## src/rtl/timer_slave_pkg.sv

```systemverilog
// Shared definitions for the timer peripheral: register offsets and field positions.
package timer_slave_pkg;

    // Register index taken from addr[3:2].
    typedef enum logic [1:0] {
        TIMER_CTRL    = 2'd0,
        TIMER_COUNT   = 2'd1,
        TIMER_COMPARE = 2'd2,
        TIMER_STATUS  = 2'd3
    } reg_sel_e;

    // CTRL bit positions.
    localparam int CTRL_EN           = 0;
    localparam int CTRL_AUTO_RELOAD  = 1;
    localparam int CTRL_IRQ_EN       = 2;
    localparam int CTRL_PRESCALE_LSB = 8;

    // STATUS bit positions.
    localparam int STATUS_MATCH = 0;

endpackage

```

## src/rtl/timer_slave_if.sv

```systemverilog
// Single-cycle data-memory style bus (ce/we/sel/addr/data) seen by the timer.
interface timer_slave_if #(
    parameter int DATA_W = 32
);
    logic              ce;
    logic              we;
    logic [DATA_W-1:0] addr;
    logic [3:0]        sel;
    logic [DATA_W-1:0] data_i;
    logic [DATA_W-1:0] data_o;

    modport master (output ce, we, addr, sel, data_i, input data_o);
    modport slave  (input ce, we, addr, sel, data_i, output data_o);
endinterface

```

## src/rtl/timer_prescaler.sv

```systemverilog
// Programmable prescaler: counts 0..prescale and pulses tick on the terminal count.
module timer_prescaler #(
    parameter int PRESCALE_W = 8
) (
    input  logic                  clk,
    input  logic                  rst,
    input  logic                  en,
    input  logic                  clr,
    input  logic [PRESCALE_W-1:0] prescale,
    output logic                  tick
);

    logic [PRESCALE_W-1:0] cnt_q;

    assign tick = en && (cnt_q == prescale);

    // Prescale counter: held at zero while disabled or cleared, wraps after the tick.
    // NOTE: sequential state uses non-blocking assignments so every flop samples pre-edge values.
    always_ff @(posedge clk or negedge rst) begin
        if (!rst) begin
            cnt_q <= '0;
        end else if (clr || !en || tick) begin
            cnt_q <= '0;
        end else begin
            cnt_q <= cnt_q + PRESCALE_W'(1);
        end
    end

endmodule

```

## src/rtl/timer_slave.sv

```systemverilog
// Memory-mapped timer/compare peripheral: CTRL, COUNT, COMPARE and W1C STATUS registers.
module timer_slave
    import timer_slave_pkg::*;
#(
    parameter int               DATA_W        = 32,
    parameter int               PRESCALE_W    = 8,
    parameter logic [DATA_W-1:0] RESET_COMPARE = 32'hFFFF_FFFF
) (
    input  logic           clk,
    input  logic           rst,
    timer_slave_if.slave   bus,
    output logic           irq_o
);

    // Writable CTRL bits: EN, AUTO_RELOAD, IRQ_EN and the PRESCALE field.
    localparam logic [DATA_W-1:0] CTRL_MASK =
        ((DATA_W'(1) << (CTRL_PRESCALE_LSB + PRESCALE_W)) - (DATA_W'(1) << CTRL_PRESCALE_LSB))
        | DATA_W'(7);

    logic [DATA_W-1:0] ctrl_q;
    logic [DATA_W-1:0] count_q;
    logic [DATA_W-1:0] compare_q;
    logic              match_q;

    logic [DATA_W-1:0] ctrl_d;
    logic [DATA_W-1:0] count_d;
    logic [DATA_W-1:0] compare_d;
    logic              match_d;
    logic [DATA_W-1:0] rdata;

    logic     tick;
    logic     hit;
    logic     wr_any;
    logic     wr_ctrl;
    logic     wr_count;
    logic     wr_compare;
    logic     wr_status;
    reg_sel_e reg_idx;
    logic     unused_addr;

    // Replace only the byte lanes enabled by sel.
    function automatic logic [DATA_W-1:0] lane_merge(
        input logic [DATA_W-1:0] old_v,
        input logic [DATA_W-1:0] new_v,
        input logic [3:0]        lanes
    );
        logic [DATA_W-1:0] r;
        r = old_v;
        for (int i = 0; i < DATA_W / 8; i++) begin
            if (lanes[i]) r[8*i +: 8] = new_v[8*i +: 8];
        end
        return r;
    endfunction

    assign reg_idx     = reg_sel_e'(bus.addr[3:2]);
    assign unused_addr = ^{bus.addr[DATA_W-1:4], bus.addr[1:0]};

    // A write with no lanes enabled touches nothing, including the prescaler.
    assign wr_any     = bus.ce && bus.we && (bus.sel != 4'b0000);
    assign wr_ctrl    = wr_any && (reg_idx == TIMER_CTRL);
    assign wr_count   = wr_any && (reg_idx == TIMER_COUNT);
    assign wr_compare = wr_any && (reg_idx == TIMER_COMPARE);
    assign wr_status  = wr_any && (reg_idx == TIMER_STATUS);

    timer_prescaler #(
        .PRESCALE_W (PRESCALE_W)
    ) u_prescaler (
        .clk      (clk),
        .rst      (rst),
        .en       (ctrl_q[CTRL_EN]),
        .clr      (wr_ctrl),
        .prescale (ctrl_q[CTRL_PRESCALE_LSB +: PRESCALE_W]),
        .tick     (tick)
    );

    // Next-state: tick update first, CPU lane writes layered on top; compare uses pre-edge values.
    // NOTE: every always_comb output gets a default first so no path can infer a latch.
    always_comb begin
        ctrl_d    = ctrl_q;
        count_d   = count_q;
        compare_d = compare_q;
        hit       = tick && (count_q == compare_q);

        if (tick) begin
            count_d = (hit && ctrl_q[CTRL_AUTO_RELOAD]) ? '0 : count_q + DATA_W'(1);
        end
        if (wr_count)   count_d   = lane_merge(count_d, bus.data_i, bus.sel);
        if (wr_compare) compare_d = lane_merge(compare_q, bus.data_i, bus.sel);
        if (wr_ctrl)    ctrl_d    = lane_merge(ctrl_q, bus.data_i, bus.sel) & CTRL_MASK;

        // A new match outranks a simultaneous write-1-to-clear.
        match_d = hit || (match_q && !(wr_status && bus.sel[0] && bus.data_i[STATUS_MATCH]));
    end

    // Register file.
    always_ff @(posedge clk or negedge rst) begin
        if (!rst) begin
            ctrl_q    <= '0;
            count_q   <= '0;
            compare_q <= RESET_COMPARE;
            match_q   <= 1'b0;
        end else begin
            ctrl_q    <= ctrl_d;
            count_q   <= count_d;
            compare_q <= compare_d;
            match_q   <= match_d;
        end
    end

    // Read mux; sel plays no part in reads.
    always_comb begin
        rdata = '0;
        case (reg_idx)
            TIMER_CTRL:    rdata = ctrl_q;
            TIMER_COUNT:   rdata = count_q;
            TIMER_COMPARE: rdata = compare_q;
            TIMER_STATUS:  rdata = DATA_W'(match_q) << STATUS_MATCH;
            default:       rdata = '0;
        endcase
    end

    assign bus.data_o = (rst && bus.ce && !bus.we) ? rdata : '0;
    assign irq_o      = match_q && ctrl_q[CTRL_IRQ_EN];

endmodule
```

## src/flat_wrapper.sv

```systemverilog
// flat-port wrapper written by rule: the top's interface ports become plain ports
module timer_slave_flat import timer_slave_pkg::*;
#(
    parameter int               DATA_W        = 32,
    parameter int               PRESCALE_W    = 8,
    parameter logic [DATA_W-1:0] RESET_COMPARE = 32'hFFFF_FFFF
)
  (clk, rst, irq_o, bus_ce, bus_we, bus_addr, bus_sel, bus_data_i, bus_data_o);
  timer_slave_if #(.DATA_W(DATA_W)) bus_i ();
  input  logic clk;
  input  logic rst;
  output logic irq_o;
  input wire logic [$bits(bus_i.ce)-1:0] bus_ce;
  input wire logic [$bits(bus_i.we)-1:0] bus_we;
  input wire logic [$bits(bus_i.addr)-1:0] bus_addr;
  input wire logic [$bits(bus_i.sel)-1:0] bus_sel;
  input wire logic [$bits(bus_i.data_i)-1:0] bus_data_i;
  output wire logic [$bits(bus_i.data_o)-1:0] bus_data_o;
  assign bus_i.ce = bus_ce;
  assign bus_i.we = bus_we;
  assign bus_i.addr = bus_addr;
  assign bus_i.sel = bus_sel;
  assign bus_i.data_i = bus_data_i;
  assign bus_data_o = bus_i.data_o;
  timer_slave #(.DATA_W(DATA_W), .PRESCALE_W(PRESCALE_W), .RESET_COMPARE(RESET_COMPARE)) u_core (.clk(clk), .rst(rst), .bus(bus_i), .irq_o(irq_o));
endmodule
```

## config.mk

```make
export PLATFORM = sky130hd
export DESIGN_NAME = timer_slave_flat
export DESIGN_NICKNAME = d
export VERILOG_FILES = /design/src/rtl/timer_slave_pkg.sv /design/src/rtl/timer_slave_if.sv /design/src/rtl/timer_prescaler.sv /design/src/rtl/timer_slave.sv /design/src/flat_wrapper.sv
export SDC_FILE = /design/constraint.sdc
export NUM_CORES = 1
export LEC_CHECK = 0
export ABC_AREA = 1
export BUFFER_PORTS_ARGS = -buffer_cell sky130_fd_sc_hd__buf_4
export CAP_MARGIN = 40
export CORE_MARGIN = 2
export CORE_UTILIZATION = 30
export CTS_CLUSTER_DIAMETER = 30
export CTS_CLUSTER_SIZE = 14
export DETAILED_ROUTE_END_ITERATION = 6
export GPL_TIMING_DRIVEN = 0
export PLACE_DENSITY = 0.46
export SLEW_MARGIN = 20
export SYNTH_ARGS = -nofsm -noshare
export SYNTH_HDL_FRONTEND = slang
export SYNTH_SLANG_ARGS = --single-unit
```

## constraint.sdc

```tcl
create_clock -name clk -period 1.5 [get_ports clk]
set_input_delay 0.075 -clock clk [delete_from_list [all_inputs] [get_ports clk]]
set_output_delay 0.075 -clock clk [all_outputs]
set_load 0.01 [all_outputs]
```

-- Yosys cells after proc, flatten, opt, wreduce, memory -nomap -nowiden
Index checks and enable logic that the tools add are counted.
- mux-type cells: 10
- reductions and logical operators: 29
- add/sub/neg operators: 2
- equal/unequal tests: 5
- operator list (kind ; number):
    2-to-1 mux 32 bit ; 4
    case mux 32 bit (4 select lines) ; 1
    2-to-1 mux 8 bit ; 5
    adder 32 x 1 -> 32 bit (second input constant) ; 1
    == test 32 bit ; 1
    logical AND 1 bit ; 15
    AND reduction 2 bit ; 6
    adder 8 x 1 -> 8 bit (second input constant) ; 1
    == test 8 bit ; 1
    == test 2 bit (second input constant) ; 2
    nonzero test 4 bit ; 1
    zero test 1 bit ; 3
    logical OR 1 bit ; 3
    == test 2 x 1 -> 1 bit (second input constant) ; 1
    zero test 2 bit ; 1
- logic and storage cells: 55
- bits in registers: 84
- output and inout port bits: 33
- bits of input ports: 72

-- Logic depth before layout (Yosys ltp)
- depth in word-level cells: 8
- depth in mapped cells: 14
- depth with buffers taken out: 13

-- Hierarchy
A second synthesis with hierarchy kept.
- cells, all modules: 911
- area total of the unflattened synthesis: 5878.1 µm²
- modules (own cells, without submodules) (module ; area each (µm²) ; cells an instance ; instances ; sequential area each (µm²)):
    timer_slave ; 5308.8 ; 824 ; 1 ; 1941.9
    timer_prescaler ; 569.3 ; 87 ; 1 ; 200.2

-- Worst setup path before layout
No wires, ideal clock.
- kind: register to register
- start point: register u_core.count_q[0]
- end point: register u_core.count_q[30]
- setup time: 0.122 ns
- buffers on the path: 0
- data arrival time: 1.512 ns
- clock period less this slack: 1.634 ns
- stages on the path, launching flop included: 11
- slack: -0.134 ns
- data required time: 1.378 ns
- cells stage by stage: dfrtp_1 > ha_1 > nand3_1 > nor2_2 > nand3_1 > nor2_1 > nand3_1 > nor2_1 > nand3_1 > nand2_1 > o21ai_1
- longest elaborated chain between the ends: 7
- elaborated cells on any way between the ends: 8
- those cells by class: add/sub: 1; eq/ne: 1; mux: 4; reduce/logical: 2
- ends and longest elaborated chain (what ; RTL line ; RTL):
    from (decl) ; timer_slave.sv:21 ; logic [DATA_W-1:0] count_q;
    from (signal assigned) ; timer_slave.sv:104 ; count_q <= count_d;
    parallel branches: the longest is 3 deep, another holds adder 32 x 1 -> 32 bit ; -- ;
    2-to-1 mux 32 bit * ; timer_slave.sv:85 ; count_d = (hit && ctrl_q[CTRL_AUTO_RELOAD]) ? '0 : count_q + DATA_W'(1);
    2-to-1 mux 32 bit * ; timer_slave.sv:84 ; if (tick) begin
    2-to-1 mux 8 bit ; timer_slave.sv:50 ; if (lanes[i]) r[8*i +: 8] = new_v[8*i +: 8];
    2-to-1 mux 32 bit * ; timer_slave.sv:87 ; if (wr_count) count_d = lane_merge(count_d, bus.data_i, bus.sel);
    named net u_core.count_d[30] ; timer_slave.sv:26 ; logic [DATA_W-1:0] count_d;
Mark *: on every way through the listed nets, which the timed path passes.
A chain may end at the register's enable or synchronous reset.

-- Worst setup path after layout
- start point: register u_core.compare_q[11]
- end point: register u_core.count_q[0]
- longest elaborated chain between the ends: 7
- ends and longest elaborated chain (what ; RTL line ; RTL):
    from (decl) ; timer_slave.sv:22 ; logic [DATA_W-1:0] compare_q;
    from (signal assigned) ; timer_slave.sv:105 ; compare_q <= compare_d;
    == test 32 bit * ; timer_slave.sv:82 ; hit = tick && (count_q == compare_q);
    logical AND 1 bit * ; timer_slave.sv:82 ;
    logical AND 1 bit * ; timer_slave.sv:85 ;
    2-to-1 mux 32 bit * ; timer_slave.sv:85 ;
    2-to-1 mux 32 bit * ; timer_slave.sv:84 ;
    2-to-1 mux 8 bit ; timer_slave.sv:50 ;
    2-to-1 mux 32 bit * ; timer_slave.sv:87 ;
    named net u_core.count_d[0] ; timer_slave.sv:26 ;
The timed path passes the listed nets; every way through them passes the cells marked *.

==> impl_metrics.py <==
metrics = {
    "outcome": {
        "run_status": "finished, violations left",
        "violations": "negative setup slack",
    },
    "floorplan": {
        "start_util_pct": 30.79,
        "num_rows": 50,
        "die_x_um": 143.2,
        "num_io_pins": 105,
        "die_area_um2": 20520,
        "core_region_area_um2": 18890,
        "die_h_um": 143.2,
    },
    "synth": {
        "synth_common_cells": "nand2_1, inv_1, nor2_1",
        "synth-seq-cells": 84,
        "synthAdderAreaFrac_pct": 0.4302,
        "synth_compound_area_share_pct": 10.95,
        "yosysMostFrequentCell": "nand2_1",
        "yosysTopAreaCellShare_pct": 22.37,
        "synth-async-reset-ratio_pct": 100.0,
        "synthSimpleGateAreaFrac_pct": 37.10,
        "synth_ff_type": "dfrtp_1",
        "synthXorXnorAreaFrac_pct": 2.710,
        "synth_top_family_by_area": "simple AND/OR/NAND/NOR gates",
        "synth-seq-area-share_pct": 36.83,
        "netlist-cell-type-count": 37,
        "muxShareOfSynthArea_pct": 1.549,
        "yosys_warnings": 0,
        "yosys-top-cells-area": "dfrtp_1, nand2_1, dfstp_2",
        "syn_inst": 893,
        "syn_avg_cell_area_um2": 6.514,
        "synth_edf_count": 0,
        "synth_largest_area_cell": "dfrtp_1",
        "netlist_area_um2": 5817,
        "syn_nets": 967,
    },
    "finish": {
        "layout-drive-gt1-share_pct": 33.77,
        "postLayoutCoreUtil_pct": 45.73,
        "fill_cells": 2055,
        "diodes": 0,
        "stdcell_area_um2": 8640,
        "syn_to_final_growth_pct": 48.53,
        "layout.nets": 1150,
    },
    "global_routing": {
        "grt_pass1_wl_mm": 34.23,
        "grt_max_degree": 24,
        "grt_usage_pct": 22.13,
        "first_global_vias": 6045,
        "antenna_found_initial": 0,
        "grt_overflow": 0,
    },
    "sta": {
        "fin_ws_ns": -0.3572,
        "max_freq_ghz": 0.5385,
        "setup_violations": 42,
        "maxSlewViolCount": 0,
        "finalSetupTns_ns": -9.282,
        "rsz0062_at_grt": "yes",
        "tightest_slew_ns": 0.6994,
        "relSlewSlack_pct": 53.22,
        "fin_crit_ns": 1.857,
        "finalHoldViolCount": 0,
        "clock_skew_ns": 0.01231,
        "fin_crit_sh_pct": 123.8,
    },
    "clocking": {
        "cts-root-buf": "clkbuf_16",
        "cts_tree": "done",
        "clk_pin_slew_ns": 0.07,
        "worstSkewPairLatency_ns": 0.36,
        "clockBufferDepth": 2,
        "h-tree-depth": 3,
        "cts-buffers-inserted": 9,
        "cts_sinks": 84,
    },
    "detailed_routing": {
        "viasPerCell": 4.733,
        "dr_total_vias": 6347,
        "drtAntennaViolNets": 0,
        "wire_per_inst_um": 16.48,
        "drtIter0Drc": 473,
        "drc_errors": 0,
        "dr.pass1.iters": 6,
        "wl_mm": 22.11,
    },
    "setup_path": {
        "cpPeakStageDelay_ns": 0.55,
        "crit_slowest_cell": "dfstp_2",
        "crit_path_end_kind": "register",
        "crit_type": "reg -> reg",
        "worst-endpoint-required_ns": 1.74,
        "cp_max_fo": 4,
        "crit_chain": "inv_2 > nand2_2 > nand4_1 > nor2_1 > nand2_1 > nor2_2 > nand3_4 > buf_4 > buf_6 > nand2_2 > a21oi_2",
        "critical_path.startpoint_type": "register",
        "worstPathArrival_ns": 2.10,
        "crit_path_frequent_cell": "nand2_2",
    },
    "placed_design": {
        "io_buffers": 74,
        "dp_hpwl_mm": 15.78,
        "place_ws_ns": -0.6941,
        "dpl_cell_area_um2": 6814,
        "gp_congestion": 0.9019,
    },
    "job": {
        "maxCapViolCount": 0,
    },
    "power": {
        "powerDensity_nw_per_um2": 1102,
        "total_power_w": 0.009521,
        "ir_drop_v": 0.0005806,
        "power_leakage_nw": 3.979,
    },
    "hold_path": {
        "hold_class": "in -> reg",
    },
}
==> power breakdown <==
| part | switching [W] | leakage (nW) | internal, W |
|---|---|---|---|
| combinational | 0.00203 | 2.85 | 0.00153 |
| sequential | 0.000600 | 0.979 | 0.00295 |
| clock | 0.00109 | 0.147 | 0.00132 |
==> what timing repair did <==
| action | in CTS | in global routing |
|---|---|---|
| pin swaps | 27 | 35 |
| endpoints found under the hold margin | 152 | 3 |
| buffers inserted | 41 | 15 |
| endpoints found under the setup margin | 90 | 63 |
| resized for setup | 107 | 77 |
| cloned | 3 | 0 |
| hold buffers | 39 | 1 |
==> worst max-delay path, delay by kind of cell, from the launching register on <==
| kind | cells | cell delay (ns) |
|---|---|---|
| and+or+nand+nor | 7 | 0.83 |
| DFF | 1 | 0.55 |
| buffers and inverters | 3 | 0.31 |
| AOI/OAI and AO/OA | 1 | 0.04 |
==> registers in the layout, indices dropped and copies added, names as in the netlist <==
signal,flops
u_core.compare_q,32
u_core.count_q,32
u_core.ctrl_q,11
u_core.match_q,1
u_core.u_prescaler.cnt_q,8
==> cell type report <==
cell class | instances | area, um^2 | share of cell area (%)
timing repair buffer | 174 | 1615 | 18.70
tap | 260 | 325.3 | 3.765
multi-input combinational | 655 | 3583 | 41.48
sequential | 84 | 2153 | 24.92
inverter | 133 | 524.3 | 6.068
clock inverter | 7 | 81.33 | 0.9413
buffer | 19 | 131.4 | 1.521
clock buffer | 9 | 225.2 | 2.607
==> layout by cell type, fill, tap and decap left out, types with 4 or more instances in the layout <==
master and count:
buf_12 5, o21ai_0 37, buf_4 113, o22ai_1 6, xnor2_1 12, dfstp_2 32, a21oi_2 7, buf_2 8
dfrtp_1 43, xor2_1 4, nand2_1 299, inv_2 21, nand2_2 23, clkbuf_16 9, buf_6 16, nand3_2 16
o21ai_2 11, clkbuf_2 7, nor2_4 16, a21oi_1 29, nand3_1 21, inv_1 106, inv_6 4, mux2_2 5
nor2_2 18, dlygate4sd3_1 36, nand3_4 9, nor3_1 5, nor2_1 62, o21ai_1 27, dfrtp_2 9, nand4_1 19
==> metrics by stage <==
step	instances	hold slack [ns]
finish	1341	0.03934
global route	1341	0.08430
CTS	1325	0.03476
detailed placement	1228	0.01928
global placement	1227	0.2896
floorplan	893	-0.2206
==> final timing paths <==
| kind | start | to | slack (ns) | depth (start not counted) |
|---|---|---|---|---|
| min in group asynchronous | rst | u_core.ctrl_q[10]$_DFFE_PN0P_ | 0.36 | 3 |
| worst min-delay path | bus_sel[0] | u_core.match_q$_DFF_PN0_ | 0.04 | 4 |
| worst min register to register | u_core.compare_q[6]$_DFFE_PN1P_ | u_core.compare_q[6]$_DFFE_PN1P_ | 0.51 | 2 |
| worst max register to register | u_core.compare_q[11]$_DFFE_PN1P_ | u_core.count_q[0]$_DFF_PN0_ | -0.36 | 11 |
| worst max-delay path | u_core.compare_q[11]$_DFFE_PN1P_ | u_core.count_q[0]$_DFF_PN0_ | -0.36 | 11 |
| max in group asynchronous | rst | u_core.compare_q[9]$_DFFE_PN1P_ | 0.28 | 5 |
==> layer usage <==
layer / GRT usage (%) / vias up / share of wire [%]
met4: 8.308 / 0 / 2.6
met3: 2.549 / 35 / 4.8
li1: - / 3180 / -
met1: 31.78 / 2944 / 49
met2: 34.15 / 188 / 44
met5: 0 / - / 0
==> kinds of logic after synthesis <==
group,count (synthesis)
buf+inv,154
compound gates,123
xor+xnor,18
mux,8
simple gates,504
flops,84
fa+ha+maj,2
Note: power is estimated with default switching activity, not from simulation.
